**src/rtl/alu_result_packer_pkg.sv**
```systemverilog
`default_nettype none
// ============================================================================
// Module  : alu_result_packer_pkg
// Purpose : Shared definitions for the ALU result packer. Holds the 2-bit
//           FSM state encoding (also decoded by the system controller) and
//           the helper that derives how many UART bytes make up one result.
// Ports   : none (package)
// Revision: 1.0 - initial release
// ============================================================================
package alu_result_packer_pkg;

  // State encoding, kept as plain 2-bit constants so external logic can
  // decode the packer state without importing the enum type.
  localparam logic [1:0] IDLE    = 2'd0;
  localparam logic [1:0] STROBE  = 2'd1;
  localparam logic [1:0] WAIT_HI = 2'd2;
  localparam logic [1:0] WAIT_LO = 2'd3;

  typedef enum logic [1:0] {
    ST_IDLE    = IDLE,
    ST_STROBE  = STROBE,
    ST_WAIT_HI = WAIT_HI,
    ST_WAIT_LO = WAIT_LO
  } packer_state_e;

  // Number of DATA_WIDTH-bit bytes in one RESULT_WIDTH-bit result.
  function automatic int unsigned bytes_per_result(input int unsigned result_width,
                                                   input int unsigned data_width);
    return result_width / data_width;
  endfunction

endpackage : alu_result_packer_pkg
`default_nettype wire

```
**src/rtl/alu_result_packer.sv**
```systemverilog
`default_nettype none
// ============================================================================
// Module  : alu_result_packer
// Purpose : Captures each strobed ALU result and streams it to the UART
//           transmitter LSB byte first, using the TX data-valid/busy
//           handshake. A byte is re-sent if the transmitter never raises
//           busy within BUSY_TIMEOUT cycles.
// Ports   : clk           - clock, rising edge
//           rst_n         - asynchronous active-low reset
//           result_in     - ALU result, sampled when result_valid=1
//           result_valid  - one-cycle result strobe
//           tx_busy       - UART TX busy
//           tx_data       - byte to transmit (held between strobes)
//           tx_data_valid - one-cycle byte strobe
//           packer_busy   - high whenever the FSM is not idle
//           overrun       - one-cycle pulse when a result is dropped
// Config  : ALU_PACKER_SKID_EN - when defined, one result arriving while
//           busy is parked in a skid register and sent after the current
//           frame; otherwise every result arriving while busy is dropped.
// Revision: 1.0 - initial release
// ============================================================================
module alu_result_packer
  import alu_result_packer_pkg::*;
#(
  parameter int unsigned DATA_WIDTH   = 8,
  parameter int unsigned RESULT_WIDTH = 16,
  parameter int unsigned BUSY_TIMEOUT = 15
) (
  input  logic                    clk,
  input  logic                    rst_n,
  input  logic [RESULT_WIDTH-1:0] result_in,
  input  logic                    result_valid,
  input  logic                    tx_busy,
  output logic [DATA_WIDTH-1:0]   tx_data,
  output logic                    tx_data_valid,
  output logic                    packer_busy,
  output logic                    overrun
);

  localparam int unsigned c_bytes = bytes_per_result(RESULT_WIDTH, DATA_WIDTH);
  localparam int unsigned c_idx_w = (c_bytes > 1) ? $clog2(c_bytes) : 1;
  localparam int unsigned c_cnt_w = $clog2(BUSY_TIMEOUT + 1);

  localparam logic [c_idx_w-1:0] c_last_idx = c_idx_w'(c_bytes - 1);
  localparam logic [c_cnt_w-1:0] c_timeout  = c_cnt_w'(BUSY_TIMEOUT);

  packer_state_e             state_q, state_d;
  logic [RESULT_WIDTH-1:0]   hold_q, hold_d;
  logic [c_idx_w-1:0]        idx_q, idx_d;
  logic [c_cnt_w-1:0]        cnt_q, cnt_d;
  logic [DATA_WIDTH-1:0]     tx_data_q, tx_data_d;
  logic                      tx_valid_q, tx_valid_d;
  logic                      busy_q, busy_d;
  logic                      overrun_q, overrun_d;

`ifdef ALU_PACKER_SKID_EN
  logic [RESULT_WIDTH-1:0]   skid_q, skid_d;
  logic                      skid_full_q, skid_full_d;
`endif

  logic [RESULT_WIDTH-1:0]   w_shifted;
  logic [DATA_WIDTH-1:0]     w_byte;
  logic [c_cnt_w-1:0]        w_cnt_inc;

  // Byte selected by the current index, LSB byte at index 0.
  assign w_shifted = hold_q >> (int'(idx_q) * DATA_WIDTH);
  assign w_byte    = w_shifted[DATA_WIDTH-1:0];

  // Saturating increment of the busy-wait counter.
  assign w_cnt_inc = (cnt_q == c_timeout) ? cnt_q : cnt_q + c_cnt_w'(1);

  always_comb begin
    state_d    = state_q;
    hold_d     = hold_q;
    idx_d      = idx_q;
    cnt_d      = cnt_q;
    tx_data_d  = tx_data_q;
    tx_valid_d = 1'b0;
    overrun_d  = 1'b0;
`ifdef ALU_PACKER_SKID_EN
    skid_d      = skid_q;
    skid_full_d = skid_full_q;
`endif

    case (state_q)
      ST_IDLE: begin
`ifdef ALU_PACKER_SKID_EN
        // A parked result takes priority; a result arriving in the same
        // cycle refills the skid slot that is being emptied.
        if (skid_full_q) begin
          hold_d      = skid_q;
          idx_d       = '0;
          state_d     = ST_STROBE;
          skid_full_d = 1'b0;
          if (result_valid) begin
            skid_d      = result_in;
            skid_full_d = 1'b1;
          end
        end else if (result_valid) begin
          hold_d  = result_in;
          idx_d   = '0;
          state_d = ST_STROBE;
        end
`else
        if (result_valid) begin
          hold_d  = result_in;
          idx_d   = '0;
          state_d = ST_STROBE;
        end
`endif
      end

      ST_STROBE: begin
        if (!tx_busy) begin
          tx_valid_d = 1'b1;
          tx_data_d  = w_byte;
          cnt_d      = '0;
          state_d    = ST_WAIT_HI;
        end
      end

      ST_WAIT_HI: begin
        if (tx_busy) begin
          state_d = ST_WAIT_LO;
        end else begin
          cnt_d = w_cnt_inc;
          // Transmitter never acknowledged: resend the same byte.
          if (w_cnt_inc == c_timeout) begin
            state_d = ST_STROBE;
          end
        end
      end

      ST_WAIT_LO: begin
        if (!tx_busy) begin
          if (idx_q == c_last_idx) begin
            state_d = ST_IDLE;
          end else begin
            idx_d   = idx_q + c_idx_w'(1);
            state_d = ST_STROBE;
          end
        end
      end

      default: state_d = ST_IDLE;
    endcase

    // Arrival while busy, including the cycle of the final WAIT_LO->IDLE step.
    if (result_valid && (state_q != ST_IDLE)) begin
`ifdef ALU_PACKER_SKID_EN
      if (skid_full_q) begin
        overrun_d = 1'b1;
      end else begin
        skid_d      = result_in;
        skid_full_d = 1'b1;
      end
`else
      overrun_d = 1'b1;
`endif
    end

    busy_d = (state_d != ST_IDLE);
  end

  always_ff @(posedge clk or negedge rst_n) begin
    if (!rst_n) begin
      state_q    <= ST_IDLE;
      hold_q     <= '0;
      idx_q      <= '0;
      cnt_q      <= '0;
      tx_data_q  <= '0;
      tx_valid_q <= 1'b0;
      busy_q     <= 1'b0;
      overrun_q  <= 1'b0;
    end else begin
      state_q    <= state_d;
      hold_q     <= hold_d;
      idx_q      <= idx_d;
      cnt_q      <= cnt_d;
      tx_data_q  <= tx_data_d;
      tx_valid_q <= tx_valid_d;
      busy_q     <= busy_d;
      overrun_q  <= overrun_d;
    end
  end

`ifdef ALU_PACKER_SKID_EN
  always_ff @(posedge clk or negedge rst_n) begin
    if (!rst_n) begin
      skid_q      <= '0;
      skid_full_q <= 1'b0;
    end else begin
      skid_q      <= skid_d;
      skid_full_q <= skid_full_d;
    end
  end
`endif

  assign tx_data       = tx_data_q;
  assign tx_data_valid = tx_valid_q;
  assign packer_busy   = busy_q;
  assign overrun       = overrun_q;

endmodule : alu_result_packer
`default_nettype wire

```
**config.mk**
```make
export PLATFORM = sky130hd
export DESIGN_NAME = alu_result_packer
export DESIGN_NICKNAME = d
export VERILOG_FILES = /design/src/rtl/alu_result_packer_pkg.sv /design/src/rtl/alu_result_packer.sv
export SDC_FILE = /design/constraint.sdc
export NUM_CORES = 1
export LEC_CHECK = 0
export ABC_AREA = 1
export CORE_MARGIN = 2
export CORE_UTILIZATION = 50
export DETAILED_ROUTE_END_ITERATION = 16
export GPL_TIMING_DRIVEN = 1
export PLACE_DENSITY = 0.75
export SYNTH_ARGS = -nofsm -noshare
export SYNTH_HDL_FRONTEND = slang
export SYNTH_SLANG_ARGS = --single-unit
```
**constraint.sdc**
```tcl
create_clock -name clk -period 1.8 [get_ports clk]
set_input_delay 0.45 -clock clk [delete_from_list [all_inputs] [get_ports clk]]
set_output_delay 0.45 -clock clk [all_outputs]
set_load 0.005 [all_outputs]
```
==> metrics.txt <==
Worst Tran Pin Value=424 ps; clock input transition at the sequential cells of the worst setup and hold paths=100 ps; HP Class=flop to flop; wire length of the first global-routing pass=5.04 mm; number of setup buffers added after CTS=0; result of the run=finished, violations left; cells along the critical path=clkdlybuf4s50_1; Critical Path Max Stage Delay=520 ps; core area=2810 sq um; Post-Synth Adder-Cell Area=0.833%; clock share of power=15.7%; xor/xnor cell area share of the yosys netlist=0%; Post-Syn Area per Cell=8.64 sq um; setup total negative slack=0 ps; CTS tree=done; highest achievable clock rate=0.596 GHz; total wire length=3.05 mm; pin count of the biggest net entering global routing=35; Synth cell types=24; number of hold violations in the final report=0; growth of design area from synthesis to finish=26.0%; Clock Latency Late Sink=340 ps; width of the die=58.8 um; leakage power figure=0.931 nW; Synth Area in Simple Gates=26.6%; area of the mapped netlist=1500 sq um; internal power of the cells=1.78 mW; relative slew slack=71.8%; sequential group share of total power=45.9%; vias after detailed routing=1239; fraction of power spent switching nets=37.6%; first-pass detailed-route iteration total=11; portion of total power attributed to combinational logic=38.4%; compound-cell area share of the yosys netlist=8.91%; final max-slew violation count=0; layout cell share with drive strength beyond 1=14.3%; Post-DP HPWL=2.19 mm; Switch Pwr=1.07 mW; DR iter-0 viols=36; share of synthesized area occupied by flip-flops and latches=56.6%; Crit path required time=1350 ps; number of buffers added by the clock tree synthesis step=5; vias in the first global route=1174; port buffer count=30; global routing usage summed across all routing layers=19.7%; number of buffers on the longest clock path=2; CTS H-tree depth=2; total congestion overflow=0; fraction of the cycle the final worst path needs=93.2%; post-route worst hold slack=483 ps; post-synthesis async set-or-reset flop share=100%; count of final setup violators=0; post-CTS resize count=0; largest family of logic cells by synthesized area=simple AND/OR/NAND/NOR gates; number of enable-type register cells in the synthesized netlist=0; Crit Path Class=flop to primary output; placer's final routability congestion estimate=0.760; vias per cell=5.14; total number of clock tree sinks=34; cell area power density=1510 nW/um^2; worst vdd ir=0.000861 V; setup repair after global routing missed its margin=false; Critical Path End Type=primary output; crit path max-delay cell type=sky130_fd_sc_hd__clkdlybuf4s50_1; final antenna diode count=0; number of buffer and inverter instances along the worst setup path=1; count of pins on the block boundary=31; number of placement rows=19; final cell count without fillers=241; number of antenna violations at the first check in global routing=0; most instantiated flip-flop cell in the synthesis netlist=sky130_fd_sc_hd__dfrtp_1; Net Count, Synth=195; DRC viols=2; CTS Hold Bufs=0; die height=58.8 um; skew final=15.3 ps; element type at the critical path start=flop; Clock Root Buffer=sky130_fd_sc_hd__clkbuf_4; number of standard cells after synthesis=174; number of max-cap violations=0; total of flip-flops plus latches after synthesis=34; multiplexer share of the synthesized area=0%; violations in the final reports=design-rule violations; die area=3460 sq um; worst-case setup margin in the final layout=123 ps; number of synthesis warnings=0; Worst Setup Slack post-DPL=39.3 ps; Final Critical Period=1680 ps; endpoint arrival time on the critical path=1230 ps; family of cells with the greatest summed delay on the critical path=buffers and inverters; top fanout value on the critical path=2; Wirelength per Cell=12.6 um; Total Nets Final=230; # placed instances=233; antenna violation net count after detailed routing=0; initial core utilization=53.6%
-- layout by cell type (no fill, tap or decap), types with 2 or more instances in the layout --
cell type,synthesis,routed
sky130_fd_sc_hd__a21oi_1,2,2
sky130_fd_sc_hd__nor2_1,13,13
sky130_fd_sc_hd__o31ai_1,6,6
sky130_fd_sc_hd__clkdlybuf4s50_1,0,30
sky130_fd_sc_hd__dfrtp_1,34,34
sky130_fd_sc_hd__nand3_1,5,5
sky130_fd_sc_hd__o22ai_1,5,5
sky130_fd_sc_hd__nand2_2,3,3
sky130_fd_sc_hd__inv_1,12,12
sky130_fd_sc_hd__inv_2,5,5
sky130_fd_sc_hd__o21ai_1,4,4
sky130_fd_sc_hd__clkbuf_4,0,5
sky130_fd_sc_hd__nor2_2,6,6
sky130_fd_sc_hd__buf_4,2,3
sky130_fd_sc_hd__nand2_1,65,65
sky130_fd_sc_hd__o21ai_0,2,2
-- area by class of cell --
cell class	instances	area, sq um
fill	236	912
sequential	34	851
multi-input combinational	117	547
timing repair buffer	33	323
inverter	18	70.1
clock buffer	6	51.3
tap	31	38.8
clock inverter	2	12.5
-- power by group through the flow --
stage                     registers [mW]  clock network (mW)  logic [mW]
after floorplan                     1.28                   0       0.706
after global placement              1.31                   0        1.06
after detailed placement            1.32                   0        1.11
after CTS                           1.31               0.467        1.12
after global routing                1.34               0.501        1.26
final                               1.31               0.447        1.10
-- state kept, by name, summed over array words and instances (netlist names) --
register,count
hold_q,16
tx_data,8
cnt_q,4
state_q,2
idx_q,1
overrun,1
packer_busy,1
tx_data_valid,1
-- worst paths after layout --
| path | startpoint | end | slack [ps] | depth (start not counted) |
|---|---|---|---|---|
| min in group asynchronous | rst_n | state_q[0]$_DFF_PN0_ | 500 | 2 |
| min | hold_q[12]$_DFFE_PN0P_ | hold_q[12]$_DFFE_PN0P_ | 480 | 2 |
| max in group asynchronous | rst_n | cnt_q[1]$_DFFE_PN0P_ | 970 | 2 |
| max reg2reg | cnt_q[0]$_DFFE_PN0P_ | packer_busy$_DFF_PN0_ | 250 | 9 |
| min reg2reg | hold_q[12]$_DFFE_PN0P_ | hold_q[12]$_DFFE_PN0P_ | 480 | 2 |
| max | tx_data[1]$_DFFE_PN0P_ | tx_data[1] | 120 | 1 |
-- cells in the mapped netlist (2+ instances only) --
cell type | number | area (sq um)
sky130_fd_sc_hd__o22ai_1 | 5 | 31.3
sky130_fd_sc_hd__o21ai_1 | 4 | 20.0
sky130_fd_sc_hd__nor2_1 | 13 | 48.8
sky130_fd_sc_hd__o21ai_0 | 2 | 10.0
sky130_fd_sc_hd__o31ai_1 | 6 | 45.0
sky130_fd_sc_hd__buf_4 | 2 | 15.0
sky130_fd_sc_hd__nand3_1 | 5 | 25.0
sky130_fd_sc_hd__nand2_2 | 3 | 18.8
sky130_fd_sc_hd__nand2_1 | 65 | 244
sky130_fd_sc_hd__a21oi_1 | 2 | 10.0
sky130_fd_sc_hd__inv_1 | 12 | 45.0
sky130_fd_sc_hd__dfrtp_1 | 34 | 851
sky130_fd_sc_hd__inv_2 | 5 | 18.8
sky130_fd_sc_hd__nor2_2 | 6 | 37.5
-- per-stage QoR --
| step | power (mW) | utilization, % | instance area, sq um |
|---|---|---|---|
| 3_3_place_gp | 2.38 | 65.2 | 1830 |
| 6_report | 2.86 | 67.5 | 1890 |
| 5_1_grt | 3.10 | 67.5 | 1890 |
| 4_1_cts | 2.89 | 67.5 | 1890 |
| 2_1_floorplan | 1.99 | - | 1500 |
| 3_5_place_dp | 2.43 | 65.2 | 1830 |
-- cell families after synthesis --
family                     count (synthesis)
adders and majority gates                  1
buffers and inverters                     23
DFF                                       34
AOI/OAI and AO/OA                         21
and+or+nand+nor                           95
-- worst register-to-register path, delay by kind of cell (launching register included) --
kind | cells | cell delay [ps]
AO/OA/AOI/OAI | 2 | 340
adder cells (fa/ha/maj) | 1 | 260
flip-flops | 1 | 420
AND/OR/NAND/NOR | 6 | 450
-- layer usage --
metal | vias to the layer above | part of all wire [%] | GRT usage, %
met5 | - | 0 | 0
met2 | 32 | 48 | 32.9
met3 | 6 | 5.3 | 6.59
met1 | 583 | 45 | 24.8
met4 | 0 | 1.3 | 4.87
li1 | 618 | - | -
Power figures use the tool's default switching activity.
